==> config.mk <==
export PLATFORM = sky130hd
export DESIGN_NAME = display_resultado
export DESIGN_NICKNAME = d
export VERILOG_FILES = /design/src/rtl/display_pkg.sv /design/src/rtl/decod_7seg.sv /design/src/rtl/display_resultado.sv
export SDC_FILE = /design/constraint.sdc
export NUM_CORES = 1
export LEC_CHECK = 0
export CAP_MARGIN = 20
export CORE_MARGIN = 2
export CORE_UTILIZATION = 55
export DETAILED_ROUTE_END_ITERATION = 16
export DONT_BUFFER_PORTS = 1
export GPL_TIMING_DRIVEN = 0
export PLACE_DENSITY = 0.73
export SLEW_MARGIN = 5
export SYNTH_ARGS = -nofsm -noshare
export SYNTH_HDL_FRONTEND = slang
export SYNTH_HIERARCHICAL = 1
export SYNTH_SLANG_ARGS = --single-unit
==> constraint.sdc <==
create_clock -name clk -period 3 [get_ports clk]
set_clock_uncertainty 0.2 [all_clocks]
set_input_delay 0.6 -clock clk [delete_from_list [all_inputs] [get_ports clk]]
set_output_delay 0.6 -clock clk [all_outputs]
set_load 0.1 [all_outputs]
==> src/rtl/display_pkg.sv <==
// display_pkg: shared state encoding, segment constants and BCD helper for the result display
package display_pkg;

    typedef enum logic [1:0] {
        OCIOSO,
        CONVERTE,
        GRAVA
    } estado_t;

    localparam logic [6:0] SEG_BLANK = 7'h7F;
    localparam logic [6:0] SEG_MENOS = 7'b0111111;
    localparam int         N_DIG     = 5;
    localparam int         N_POS     = 6;
    localparam int         N_BITS    = 14;
    localparam int         BCD_W     = 4 * N_DIG;

    // Double-dabble correction: every nibble >= 5 gets +3 before the shift
    function automatic logic [BCD_W-1:0] soma3(input logic [BCD_W-1:0] a);
        logic [BCD_W-1:0] r;
        r = a;
        for (int k = 0; k < N_DIG; k++)
            r[4*k +: 4] = (a[4*k +: 4] >= 4'd5) ? a[4*k +: 4] + 4'd3 : a[4*k +: 4];
        return r;
    endfunction

endpackage

==> src/rtl/decod_7seg.sv <==
// decod_7seg: BCD digit to active-low {g,f,e,d,c,b,a} segments, with blanking
module decod_7seg
    import display_pkg::*;
(
    input  logic [3:0] digito_i,
    input  logic       apaga_i,
    output logic [6:0] seg_o
);

    // Segment lookup; non-decimal codes and blanked digits show nothing
    always_comb begin
        seg_o = SEG_BLANK;
        if (!apaga_i) begin
            case (digito_i)
                4'd0:    seg_o = 7'h40;
                4'd1:    seg_o = 7'h79;
                4'd2:    seg_o = 7'h24;
                4'd3:    seg_o = 7'h30;
                4'd4:    seg_o = 7'h19;
                4'd5:    seg_o = 7'h12;
                4'd6:    seg_o = 7'h02;
                4'd7:    seg_o = 7'h78;
                4'd8:    seg_o = 7'h00;
                4'd9:    seg_o = 7'h10;
                default: seg_o = SEG_BLANK;
            endcase
        end
    end

endmodule

==> src/rtl/display_resultado.sv <==
// display_resultado: double-dabble conversion of the result and multiplexed 6-position display
module display_resultado
    import display_pkg::*;
#(
    parameter int SCAN_DIV = 50000
) (
    input  logic        clk,
    input  logic        rst_n,
    input  logic [13:0] Y,
    input  logic        sinal,
    input  logic        EN,
    output logic [6:0]  seg,
    output logic [5:0]  an,
    output logic [19:0] bcd,
    output logic        pronto
);

    localparam int PW = (SCAN_DIV > 2) ? $clog2(SCAN_DIV) : 1;

    estado_t          estado_q, estado_d;
    logic [13:0]      shift_q, shift_d;
    logic [19:0]      acc_q, acc_d;
    logic [3:0]       it_q, it_d;
    logic             pend_q, pend_d;
    logic             sinal_q, sinal_d;
    logic             valido_q, valido_d;
    logic [14:0]      ultimo_q, ultimo_d;
    logic [19:0]      bcd_q, bcd_d;
    logic             pronto_q, pronto_d;
    logic [6:0]       seg_q, seg_d;
    logic [5:0]       an_q, an_d;
    logic [PW-1:0]    pre_q, pre_d;
    logic [2:0]       idx_q, idx_d;
    logic [3:0]       digito;
    logic             apaga;
    logic             ligado;
    logic             pre_wrap;
    logic [6:0]       seg_dec;

    // Conversion FSM: sample on change, 14 shift-and-add-3 steps, then commit
    always_comb begin
        estado_d = estado_q;
        shift_d  = shift_q;
        acc_d    = acc_q;
        it_d     = it_q;
        pend_d   = pend_q;
        sinal_d  = sinal_q;
        valido_d = valido_q;
        ultimo_d = ultimo_q;
        bcd_d    = bcd_q;
        pronto_d = 1'b0;
        case (estado_q)
            OCIOSO: begin
                if (EN && (!valido_q || {sinal, Y} != ultimo_q)) begin
                    shift_d  = Y;
                    pend_d   = sinal;
                    ultimo_d = {sinal, Y};
                    acc_d    = '0;
                    it_d     = '0;
                    estado_d = CONVERTE;
                end
            end
            CONVERTE: begin
                {acc_d, shift_d} = {soma3(acc_q), shift_q} << 1;
                it_d = it_q + 4'd1;
                if (it_q == 4'(N_BITS - 1)) estado_d = GRAVA;
            end
            GRAVA: begin
                bcd_d    = acc_q;
                sinal_d  = pend_q;
                valido_d = 1'b1;
                pronto_d = 1'b1;
                estado_d = OCIOSO;
            end
            default: estado_d = OCIOSO;
        endcase
        if (!EN) valido_d = 1'b0;
    end

    assign pre_wrap = pre_q == PW'(SCAN_DIV - 1);
    assign digito   = 4'(bcd_q >> {idx_q, 2'b00});
    assign apaga    = (idx_q != 3'd0) && ((bcd_q >> {idx_q, 2'b00}) == 20'd0);
    assign ligado   = EN && valido_q;

    decod_7seg u_decod (
        .digito_i (digito),
        .apaga_i  (apaga),
        .seg_o    (seg_dec)
    );

    // Scan prescaler, position select and the registered segment/anode drive
    always_comb begin
        pre_d = pre_wrap ? '0 : pre_q + 1'b1;
        idx_d = pre_wrap ? ((idx_q == 3'(N_POS - 1)) ? 3'd0 : idx_q + 3'd1) : idx_q;
        an_d  = ligado ? ~(6'd1 << idx_q) : 6'h3F;
        seg_d = !ligado ? SEG_BLANK :
                (idx_q == 3'(N_POS - 1)) ? ((sinal_q && bcd_q != 20'd0) ? SEG_MENOS : SEG_BLANK) :
                seg_dec;
    end

    // State registers; reset aborts any conversion and blanks the display
    always_ff @(posedge clk or negedge rst_n) begin
        if (!rst_n) begin
            estado_q <= OCIOSO;
            shift_q  <= '0;
            acc_q    <= '0;
            it_q     <= '0;
            pend_q   <= 1'b0;
            sinal_q  <= 1'b0;
            valido_q <= 1'b0;
            ultimo_q <= '0;
            bcd_q    <= '0;
            pronto_q <= 1'b0;
            seg_q    <= SEG_BLANK;
            an_q     <= 6'h3F;
            pre_q    <= '0;
            idx_q    <= '0;
        end else begin
            estado_q <= estado_d;
            shift_q  <= shift_d;
            acc_q    <= acc_d;
            it_q     <= it_d;
            pend_q   <= pend_d;
            sinal_q  <= sinal_d;
            valido_q <= valido_d;
            ultimo_q <= ultimo_d;
            bcd_q    <= bcd_d;
            pronto_q <= pronto_d;
            seg_q    <= seg_d;
            an_q     <= an_d;
            pre_q    <= pre_d;
            idx_q    <= idx_d;
        end
    end

    assign seg    = seg_q;
    assign an     = an_q;
    assign bcd    = bcd_q;
    assign pronto = pronto_q;

endmodule

==> impl_metrics.tcl <==
set metrics [dict create \
    detail_route.wl_per_cell_microns 16.8 \
    drtAntennaViolNets 0 \
    crit_start "bcd[14]" \
    ctsLongestPathBuffers 2 \
    max-vdd-ir-drop_v 0.000412 \
    tritoncts_sink_count 110 \
    synth_edf_count 0 \
    worstReg2RegStart "bcd[14]" \
    worst_skew_pair.late_latency_ns 0.37 \
    timing.critical_path.fanout_max 6 \
    ioPinCount 52 \
    endpoint "seg[6]" \
    antenna_found_initial 0 \
    n_fill_cell 802 \
    cts.htree.levels 3 \
    vias_per_cell 5.77 \
    slew-limit-headroom 0.339 \
    timing.critical_path.slowest_stage_cell "sky130_fd_sc_hd__dfrtp_4" \
    syn2layout_area_growth_pct 6.97 \
    detailedPlacementHpwl_mm 7.58 \
    ys_ff_latch 110 \
    core-area_sq_um 9640 \
    crit_path_frequent_cell "sky130_fd_sc_hd__nand2_1" \
    synth_simple_gate_area_frac 0.157 \
    seq_area_frac_synth 0.516 \
    cts_tree "yes" \
    die-area_sq_um 10600 \
    path_cells "mux4_2, nand2_1, nand2_1, or4_1, nor2_4, nor2_1, a21oi_2, o21ai_0, nand3_1" \
    detail_route.first_pass.iterations 4 \
    asyncSetResetFlopFracSynth 1.00 \
    min-delay-path-class "in2async" \
    reg2reg_setup_slack_ns 0.15 \
    final.setup.worst_slack_ns 0.153 \
    power_leakage_nw 2.48 \
    synth.mux.area_fraction 0.0587 \
    fmax_ghz 0.351 \
    place_worst_setup_slack_ns -0.294 \
    synth_top_family_by_area "simple AND/OR/NAND/NOR gates" \
    synth_compound_gate_area_share 0.124 \
    synth_top_flop_cell "sky130_fd_sc_hd__dfrtp_1" \
    cp_slowest_stage_delay_ns 0.64 \
    final-setup-viol-count 0 \
    std_cell_rows 36 \
    drt_iter0_markers 144 \
    drc 0 \
    utilization 0.596 \
    power.total_mw 5.67 \
    place.port_buffers 0 \
    die_height_microns 103 \
    yosys_warnings 6 \
    maxCapViolations 0 \
    final_period_minus_worst_setup_slack_ns 2.85 \
    critPathKind "reg2reg" \
    initial_core_util 0.557 \
    post_synth_fa_ha_maj_area_fraction 0.0443 \
    hold_viol 110 \
    setup_repair_after_global_routing_missed_its_margin "false" \
    globalplace.congestion 0.887 \
    r2r.worst_path.cells 9 \
    final_max_slew_viol_count 0 \
    worst_hold_slack_ns -0.290 \
    synth_cell_types 48 \
    synth.cell_area_sq_um 5370 \
    synth_area_per_cell_sq_um 10.8 \
    worst-endpoint-required_ns 3.11 \
    detail_route.wirelength_mm 10.8 \
    run_status "finished with violations" \
    largest_net_degree_at_the_start_of_global_routing 111 \
    cts_buffers 9 \
    clock-root-buffer "sky130_fd_sc_hd__clkbuf_8" \
    syn_nets 533 \
    measured_slew_at_the_worst_slew_check_pin_ns 0.992 \
    r2r_end "seg[6]" \
    antenna-diode-count 0 \
    final.period_utilization 0.949 \
    post_synth_inst_count 496 \
    powerDensity_nw_per_um2 987 \
    globalRouteOverflowTotal 0 \
    grt_first_pass_wirelength_mm 17.8 \
    grt_usage 0.219 \
    synth-xor-area-share 0.0652 \
    layout.nets 542 \
    path_clk_slew_ns 0.10 \
    fp.dieW_microns 103 \
    critPathArrivalTime_ns 2.96 \
    worst_setup_path_end_kind "flip-flop" \
    failing_checks "negative hold slack" \
    crit_path_start_kind "flip-flop" \
    first_global_vias 3577 \
    via_count 3709 \
    drive_above_1_share 0.182 \
]
## cells by family (layout without fill, tap and decap cells)
logic type                 Yosys count  count (layout)
and+or+nand+nor                    167             167
AOI/OAI and AO/OA                   92              92
xor gates and xnor gates            40              40
DFF                                110             110
adders and majority gates           19              19
buffers and inverters               40              54
muxes                               28              28
## Yosys cell counts (all sizes together), types with 10 or more instances
cell	number	area (sq um)
dfrtp	97	2430
nand2	63	239
o21ai	31	155
xnor2	29	254
nand2b	23	144
nor2	22	82.6
ha	19	238
inv	18	67.6
mux2	18	203
a21oi	14	81.3
clkbuf	13	48.8
dfstp	13	342
o221a	13	146
xor2	11	96.3
and3	10	62.6
nand4	10	62.6
## placed cells by master, fill, tap and decap left out, drive strengths merged, types with 2 or more instances in the layout
cell and n:
nand2 63, xnor2 29, ha 19, o21ai 31
or4 2, o21bai 2, clkinv 2, a31o 6
nor3b 3, o32ai 4, nor3 2, a21oi 14
o21a 2, nor2 22, or3 6, clkbuf 22
nand3 9, dfstp 13, o221a 13, o22ai 6
buf 9, a22o 6, inv 19, nand4 10
and2 3, and3 10, and4 2, nor2b 4
clkinvlp 2, mux2i 9, a21o 2, nor4 8
xor2 11, nand2b 23, a221o 3, mux2 18
dfrtp 97
## where the power goes
part / switching, mW / internal, mW
Combinational: 0.936 / 0.957
Sequential: 1.01 / 1.94
Clock: 0.506 / 0.326
## worst min-delay path by stage
stage / to / slack [ns]
6_report: pre_q[11] / -0.29
5_1_grt: pre_q[4] / -0.32
4_1_cts: bcd[10] / -0.30
3_5_place_dp: pronto / 0.11
3_3_place_gp: pronto / 0.11
2_1_floorplan: acc_q[0] / 0.10
## final cells by class
cell class / count / area [sq um] / share of cell area
Sequential cell: 110 / 2800 / 0.487
Buffer: 20 / 114 / 0.0198
Tap cell: 133 / 166 / 0.0290
Clock inverter: 5 / 33.8 / 0.00588
Inverter: 18 / 67.6 / 0.0118
Clock buffer: 11 / 141 / 0.0246
Multi-Input combinational cell: 346 / 2420 / 0.422
## critical path: cells and delay by family (launching register included)
kind               cells  cell delay [ns]
AOI/OAI and AO/OA      2             0.20
DFF                    1             0.64
muxes                  1             0.51
and+or+nand+nor        6             1.23
## through the flow
stage	area [sq um]	TNS, ns	instances
6_report	5740	0	643
5_1_grt	5740	0	643
4_1_cts	5730	0	645
3_5_place_dp	5540	-0.963	629
3_3_place_gp	5540	-0.565	629
2_1_floorplan	5370	0	496
## routing by layer
layer | GRT usage | up-vias | part of all wire
met3 | 0.0332 | 13 | 0.026
met5 | 0 | - | 0
met2 | 0.355 | 61 | 0.49
met1 | 0.295 | 1864 | 0.46
li1 | - | 1771 | -
met4 | 0.0951 | 0 | 0.019
## sequential cells by signal, summed over array words and instances (netlist names)
signal	flops
acc_q	20
an	6
bcd	20
estado_q	2
idx_q	3
it_q	4
pend_q	1
pre_q	16
pronto	1
seg	7
shift_q	14
sinal_q	1
ultimo_q	14
valido_q	1
## timing repair
item | in CTS | in global routing
setup buffers | 0 | 0
endpoints found under the setup margin | 7 | 7
endpoints found under the hold margin | 110 | 110
gates resized for setup | 13 | 8
(Power assumes the default switching activity.)
